[src/rtl/pc_fetch_ctrl_pkg.sv]
// ============================================================================
// pc_fetch_ctrl_pkg : shared types and constants for the IF-stage PC controller
// Rev 1.0
// ============================================================================
`default_nettype none

package pc_fetch_ctrl_pkg;

    typedef enum logic [1:0] {
        BOOT = 2'd0,
        RUN  = 2'd1,
        HOLD = 2'd2
    } pc_state_t;

    localparam logic [31:0] PC_INC           = 32'd4;
    localparam logic [31:0] DEFAULT_RESET_PC = 32'h0000_0000;

endpackage

`default_nettype wire

[src/rtl/pc_fetch_ctrl_if.sv]
// ============================================================================
// pc_fetch_ctrl_if : redirect inputs and fetch outputs of the PC controller
// Rev 1.0  (counter signals present only when PC_PERF_CNT_EN is defined)
// ============================================================================
`default_nettype none

interface pc_fetch_ctrl_if #(
    parameter int CNT_W = 32
);
    logic        stall;
    logic        branch_taken;
    logic [31:0] branch_base_pc;
    logic [31:0] branch_offset_sh;
    logic        jump;
    logic [31:0] jump_base_pc;
    logic [27:0] jump_target_sh;
    logic [31:0] pc;
    logic [31:0] pc_plus4;
    logic        if_valid;
    logic        flush_ifid;
`ifdef PC_PERF_CNT_EN
    logic [CNT_W-1:0] redirect_cnt;
    logic [CNT_W-1:0] stall_cnt;

    modport master (
        output stall, branch_taken, branch_base_pc, branch_offset_sh,
               jump, jump_base_pc, jump_target_sh,
        input  pc, pc_plus4, if_valid, flush_ifid, redirect_cnt, stall_cnt
    );
    modport slave (
        input  stall, branch_taken, branch_base_pc, branch_offset_sh,
               jump, jump_base_pc, jump_target_sh,
        output pc, pc_plus4, if_valid, flush_ifid, redirect_cnt, stall_cnt
    );
`else
    modport master (
        output stall, branch_taken, branch_base_pc, branch_offset_sh,
               jump, jump_base_pc, jump_target_sh,
        input  pc, pc_plus4, if_valid, flush_ifid
    );
    modport slave (
        input  stall, branch_taken, branch_base_pc, branch_offset_sh,
               jump, jump_base_pc, jump_target_sh,
        output pc, pc_plus4, if_valid, flush_ifid
    );
`endif

endinterface

`default_nettype wire

[src/rtl/pc_fetch_ctrl_target_calc.sv]
// ============================================================================
// pc_target_calc : combinational branch/jump target formation and selection
// Rev 1.0
// ============================================================================
`default_nettype none

module pc_target_calc (
    input  wire logic        branch_taken_i,
    input  wire logic [31:0] branch_base_pc_i,
    input  wire logic [31:0] branch_offset_sh_i,
    input  wire logic        jump_i,
    input  wire logic [31:0] jump_base_pc_i,
    input  wire logic [27:0] jump_target_sh_i,
    output logic      [31:0] target_o,
    output logic             redirect_o
);

    logic [31:0] w_br_tgt;
    logic [31:0] w_j_tgt;

    assign w_br_tgt = branch_base_pc_i + branch_offset_sh_i;
    assign w_j_tgt  = {jump_base_pc_i[31:28], jump_target_sh_i};

    // The branch is the older instruction in the pipe, so it wins over a jump.
    assign target_o   = branch_taken_i ? w_br_tgt : w_j_tgt;
    assign redirect_o = branch_taken_i | jump_i;

endmodule

`default_nettype wire

[src/rtl/pc_fetch_ctrl.sv]
// ============================================================================
// pc_fetch_ctrl : IF-stage program counter, next-PC sequencing and IF/ID flush
// Rev 1.0  (optional performance counters: define PC_PERF_CNT_EN)
// ============================================================================
`default_nettype none

module pc_fetch_ctrl
    import pc_fetch_ctrl_pkg::*;
#(
    parameter logic [31:0] RESET_PC = DEFAULT_RESET_PC,
    parameter int          CNT_W    = 32
) (
    input  wire logic        clk,
    input  wire logic        rst,
    pc_fetch_ctrl_if.slave   bus
);

    pc_state_t   state_q;
    logic [31:0] pc_q;
    logic [31:0] pend_pc_q;
    logic        if_valid_q;

    logic [31:0] w_target;
    logic        w_redirect;
    logic        w_flush;

    pc_target_calc u_target_calc (
        .branch_taken_i     (bus.branch_taken),
        .branch_base_pc_i   (bus.branch_base_pc),
        .branch_offset_sh_i (bus.branch_offset_sh),
        .jump_i             (bus.jump),
        .jump_base_pc_i     (bus.jump_base_pc),
        .jump_target_sh_i   (bus.jump_target_sh),
        .target_o           (w_target),
        .redirect_o         (w_redirect)
    );

    always_comb begin
        w_flush = 1'b0;
        case (state_q)
            RUN:     w_flush = w_redirect & ~bus.stall;
            HOLD:    w_flush = ~bus.stall;
            default: w_flush = 1'b0;
        endcase
    end

    always_ff @(posedge clk) begin
        if (rst) begin
            state_q    <= BOOT;
            pc_q       <= RESET_PC;
            pend_pc_q  <= 32'd0;
            if_valid_q <= 1'b0;
        end else begin
            case (state_q)
                BOOT: begin
                    state_q    <= RUN;
                    if_valid_q <= 1'b1;
                end
                RUN: begin
                    if (w_redirect) begin
                        if (bus.stall) begin
                            pend_pc_q <= w_target;
                            state_q   <= HOLD;
                        end else begin
                            pc_q <= w_target;
                        end
                    end else if (!bus.stall) begin
                        pc_q <= pc_q + PC_INC;
                    end
                end
                HOLD: begin
                    // Redirects arriving while a deferred one waits are wrong-path.
                    if (!bus.stall) begin
                        pc_q    <= pend_pc_q;
                        state_q <= RUN;
                    end
                end
                default: begin
                    state_q    <= BOOT;
                    if_valid_q <= 1'b0;
                end
            endcase
        end
    end

    assign bus.pc         = pc_q;
    assign bus.pc_plus4   = pc_q + PC_INC;
    assign bus.if_valid   = if_valid_q;
    assign bus.flush_ifid = w_flush;

`ifdef PC_PERF_CNT_EN
    logic [CNT_W-1:0] redirect_cnt_q;
    logic [CNT_W-1:0] stall_cnt_q;

    always_ff @(posedge clk) begin
        if (rst) begin
            redirect_cnt_q <= '0;
            stall_cnt_q    <= '0;
        end else begin
            if (w_flush && (redirect_cnt_q != '1)) begin
                redirect_cnt_q <= redirect_cnt_q + 1'b1;
            end
            if (bus.stall && (state_q != BOOT) && (stall_cnt_q != '1)) begin
                stall_cnt_q <= stall_cnt_q + 1'b1;
            end
        end
    end

    assign bus.redirect_cnt = redirect_cnt_q;
    assign bus.stall_cnt    = stall_cnt_q;
`endif

endmodule

`default_nettype wire
[src/flat_wrapper.sv]
// flat-port wrapper written by rule: the top's interface ports become plain ports
module pc_fetch_ctrl_flat import pc_fetch_ctrl_pkg::*;
#(
    parameter logic [31:0] RESET_PC = DEFAULT_RESET_PC,
    parameter int          CNT_W    = 32
)
  (clk, rst, bus_stall, bus_branch_taken, bus_branch_base_pc, bus_branch_offset_sh, bus_jump, bus_jump_base_pc, bus_jump_target_sh, bus_pc, bus_pc_plus4, bus_if_valid, bus_flush_ifid);
  pc_fetch_ctrl_if #(.CNT_W(CNT_W)) bus_i ();
  input  wire logic clk;
  input  wire logic rst;
  input wire logic [$bits(bus_i.stall)-1:0] bus_stall;
  input wire logic [$bits(bus_i.branch_taken)-1:0] bus_branch_taken;
  input wire logic [$bits(bus_i.branch_base_pc)-1:0] bus_branch_base_pc;
  input wire logic [$bits(bus_i.branch_offset_sh)-1:0] bus_branch_offset_sh;
  input wire logic [$bits(bus_i.jump)-1:0] bus_jump;
  input wire logic [$bits(bus_i.jump_base_pc)-1:0] bus_jump_base_pc;
  input wire logic [$bits(bus_i.jump_target_sh)-1:0] bus_jump_target_sh;
  output wire logic [$bits(bus_i.pc)-1:0] bus_pc;
  output wire logic [$bits(bus_i.pc_plus4)-1:0] bus_pc_plus4;
  output wire logic [$bits(bus_i.if_valid)-1:0] bus_if_valid;
  output wire logic [$bits(bus_i.flush_ifid)-1:0] bus_flush_ifid;
  assign bus_i.stall = bus_stall;
  assign bus_i.branch_taken = bus_branch_taken;
  assign bus_i.branch_base_pc = bus_branch_base_pc;
  assign bus_i.branch_offset_sh = bus_branch_offset_sh;
  assign bus_i.jump = bus_jump;
  assign bus_i.jump_base_pc = bus_jump_base_pc;
  assign bus_i.jump_target_sh = bus_jump_target_sh;
  assign bus_pc = bus_i.pc;
  assign bus_pc_plus4 = bus_i.pc_plus4;
  assign bus_if_valid = bus_i.if_valid;
  assign bus_flush_ifid = bus_i.flush_ifid;
  pc_fetch_ctrl #(.RESET_PC(RESET_PC), .CNT_W(CNT_W)) u_core (.clk(clk), .rst(rst), .bus(bus_i));
endmodule
[config.mk]
export PLATFORM = sky130hd
export DESIGN_NAME = pc_fetch_ctrl_flat
export DESIGN_NICKNAME = d
export VERILOG_FILES = /design/src/rtl/pc_fetch_ctrl_pkg.sv /design/src/rtl/pc_fetch_ctrl_if.sv /design/src/rtl/pc_fetch_ctrl_target_calc.sv /design/src/rtl/pc_fetch_ctrl.sv /design/src/flat_wrapper.sv
export SDC_FILE = /design/constraint.sdc
export NUM_CORES = 1
export LEC_CHECK = 0
export ABC_AREA = 0
export BUFFER_PORTS_ARGS = -buffer_cell sky130_fd_sc_hd__buf_2
export CAP_MARGIN = 20
export CORE_ASPECT_RATIO = 1.5
export CORE_UTILIZATION = 47
export DETAILED_ROUTE_END_ITERATION = 7
export HOLD_SLACK_MARGIN = 0.06
export PLACE_DENSITY = 0.79
export SYNTH_ARGS = -nofsm -noshare
export SYNTH_HDL_FRONTEND = slang
export SYNTH_SLANG_ARGS = --single-unit
[constraint.sdc]
create_clock -name clk -period 2.6 [get_ports clk]
set_clock_uncertainty 0.15 [all_clocks]
set_input_delay 0.13 -clock clk [delete_from_list [all_inputs] [get_ports clk]]
set_output_delay 0.13 -clock clk [all_outputs]
set_load 0.02 [all_outputs]
==> metrics.csv <==
stage;metric;value;unit
outcome;status;complete, no violations;
yosys;synth_warnings;0;
sta;fin_ws;72.2;ps
critical_path;rr_startpoint;u_core.bus.pc[2]$_SDFFE_PP0P_;
job;drv_cap;0;
place;placedCellCount;1116;
sta;finalSetupTns;0;ps
critical_path;r2r_end;u_core.bus.pc[26]$_SDFFE_PP0P_;
sta;slew_violations;0;
final_layout;nets;1164;
final_layout;final-instance-count-excl-fill;1154;
critical_path;r2r_cells;10;
floorplanning;io_pins;195;
yosys;async_flop_share;0;%
global_routing;grt_antenna_before_repair;0;
final_layout;area_growth;36.4;%
critical_path;critical_path.startpoint;bus_branch_offset_sh[7];
clock_tree;clock_latency;340;ps
yosys;yosysSeqAreaShare;23.8;%
place;dp_slack;-331;ps
floorplanning;std_cell_rows;48;
yosys;synth_seq_cells;67;
yosys;synth-main-ff-cell;dfxtp_1;
sta;rsz0062_at_grt;yes;
critical_path;start_kind;input pin;
sta;layout_min_cycle_time;2530;ps
power;vdd_drop_max;0.348;mV
sta;setup_violations;0;
sta;worst_pin_slew;580;ps
power;power.density;543;mW/mm^2
yosys;synth_edf_count;0;
clock_tree;clockBufferDepth;2;
sta;max_freq;0.396;GHz
power;p_leak;0.00355;uW
sta;slew_headroom;61.4;%
worst_hold_path;holdPathStages;3;
sta;hold_viol_final;0;
final_layout;drive_gt1_share;30.1;%
routing;drc_errors;0;
global_routing;grtUsageTotal;30.7;%
sta;period_share;97.2;%
floorplanning;core;0.0116;sq mm
routing;via_count;6880;
global_routing;grt_max_degree;49;
critical_path;path_class;input pin to flop;
place;dpl_cell_area;0.00709;sq mm
clock_tree;h-tree-depth;3;
yosys;synth_area;0.00563;sq mm
yosys;synthCells;768;
critical_path;end_kind;flop;
yosys;syn_nets;933;
floorplanning;die_area;0.0124;sq mm
clock_tree;numClockSinks;67;
clock_tree;cts_made_buffers;9;
critical_path;critPathRequiredTime;2690;ps
clock_tree;cts-root-buf;clkbuf_16;
clock_tree;tritoncts;done;
critical_path;reg2reg_slack;150;ps
global_routing;grt_remaining_overflow;0;
critical_path;cp.arrival;2620;ps
worst_hold_path;worstHoldPathType;input pin to flop;
routing;initialDrtViolationCount;721;
critical_path;cp_max_fo;3;
critical_path;endpoint;u_core.bus.pc[26]$_SDFFE_PP0P_;
clock_tree;clkSlewWorstSetupHoldPaths;50;ps
routing;first_pass_iters;6;
routing;avgRoutedWirePerCell;16.8;microns
global_routing;grt_pass1_wl;30500;microns
global_routing;grt_pass1_vias;6449;
final_layout;final_area;0.00769;sq mm
floorplanning;start_util;48.6;%
routing;wl;19400;microns
routing;vias_per_cell;5.96;
yosys;yosysUniqueCellTypes;63;
place;port_buffers;166;
routing;drtAntennaViolNets;0;
place;place_hpwl;14600;microns
yosys;avgSynthCellArea;7.34;sq um
floorplanning;die_h;136;microns
floorplanning;die_w;91.4;microns
place;gp_congestion;0.927;
final_layout;num_antenna_cells;0;
[logic make-up (layout without fill, tap and decap cells)]
kind of cell,Yosys count,after routing,share of synthesized area [%]
adders and majority gates,36,36,8.13
DFF,67,67,23.8
muxes,22,22,3.95
xor gates and xnor gates,52,52,8.08
AOI/OAI and AO/OA,267,267,29.9
and+or+nand+nor,246,246,20.7
buffers and inverters,78,314,5.48
[flip-flops by register name, indices dropped and copies added, names as in the netlist]
| register | flops |
|---|---|
| u_core.state_q | 2 |
| u_core.bus.pc | 32 |
| u_core.bus.if_valid | 1 |
| u_core.pend_pc_q | 32 |
[area by class of cell]
type	instances	area, sq um
fill	973	3910
timing repair buffer	272	1680
multi-input combinational	623	4060
clock inverter	3	45.0
inverter	26	97.6
tap	150	188
sequential	67	1340
clock buffer	13	270
[power breakdown]
group / leakage [uW] / switching (uW) / internal (uW)
clock network: 0.000148 / 454 / 821
logic: 0.00285 / 974 / 689
registers: 0.000549 / 95.8 / 1140
total: 0.00355 / 1520 / 2650
[what timing repair did]
item / CTS / global route
resized for setup: 1 / 16
pin swaps: 0 / 5
buffers inserted: 0 / 1
hold buffers: 21 / 0
endpoints found under the setup margin: 1 / 16
hold endpoints to repair: 24 / 0
[layer usage]
| layer | global-route usage (%) | vias to the layer above | wire (microns) |
|---|---|---|---|
| li1 | - | 3264 | - |
| met1 | 34.9 | 3172 | 7310 |
| met2 | 54.1 | 363 | 9660 |
| met3 | 4.64 | 81 | 1460 |
| met4 | 18.2 | 0 | 940 |
| met5 | 0 | - | 0 |
[Yosys cell counts, types with 3 or more instances]
master,count,area share [%]
and2_1,3,0.33
mux2i_1,20,3.6
dfxtp_1,67,24
a211oi_1,35,4.7
o21a_1,9,1.2
a31oi_1,10,1.1
and3_1,6,0.67
inv_1,26,1.7
a21o_1,12,1.6
o31ai_1,3,0.40
or3_1,5,0.56
nor2b_1,3,0.33
xnor2_1,30,4.7
nand2_1,76,5.1
buf_2,6,0.53
ha_1,35,7.8
or2_2,4,0.44
and4_1,3,0.47
nand2b_1,4,0.44
nor2_1,68,4.5
nor4_1,3,0.33
clkbuf_1,42,2.8
xor2_1,22,3.4
nand4_1,14,1.6
a21oi_1,86,7.6
o211ai_1,9,1.2
o21ai_0,64,5.7
nor3_1,25,2.2
a221oi_1,5,0.78
nand3_1,24,2.1
o21bai_1,5,0.67
[worst min path at each step]
stage	from	end
final	bus_jump_target_sh[6]	u_core.pend_pc_q[6]$_SDFFE_PP0P_
after global routing	bus_jump_target_sh[5]	u_core.pend_pc_q[5]$_SDFFE_PP0P_
after CTS	bus_jump_target_sh[6]	u_core.pend_pc_q[6]$_SDFFE_PP0P_
after detailed placement	u_core.pend_pc_q[13]$_SDFFE_PP0P_	u_core.pend_pc_q[13]$_SDFFE_PP0P_
after global placement	u_core.pend_pc_q[13]$_SDFFE_PP0P_	u_core.pend_pc_q[13]$_SDFFE_PP0P_
after floorplan	bus_jump_base_pc[29]	u_core.bus.pc[29]$_SDFFE_PP0P_
[per-stage QoR]
step | utilization [%] | hold WS (ps) | power (uW)
after floorplan | - | 162 | 2240
after global routing | 66.3 | 96.5 | 4360
after detailed placement | 61.2 | 295 | 2840
final | 66.3 | 72.2 | 4180
after global placement | 61.2 | 287 | 2810
after CTS | 65.7 | 69.5 | 4130
[worst max-delay path, cell delays in order]
cell and delay (ps):
buf_2 100, ha_1 310, nand2_2 80, or4b_4 480, o21ai_4 190, a211oi_2 90, buf_4 170, o211ai_4 170
a31oi_4 130, o21a_1 210, o311a_1 310, nor4_2 250
[placed cells by master (no fill, tap or decap), types with 4 or more instances in the layout]
cell           instances
xor2_1                21
a21oi_1               86
dfxtp_1               65
xnor2_1               28
dlygate4sd3_1         21
and3_1                 6
o21ai_1                4
nand3_1               24
or3_1                  5
a21o_1                12
a221oi_1               5
mux2i_1               20
nor2_1                65
a211oi_1              35
o21ai_0               61
inv_1                 26
nand4_1               14
buf_2                166
buf_4                 85
ha_1                  35
a31oi_1                9
o21a_1                 9
o211ai_1               9
nand2_1               76
or2_2                  4
clkbuf_16              9
o21bai_1               5
nand2b_1               4
nor3_1                23
No activity file was read; power rests on OpenSTA's default activity.
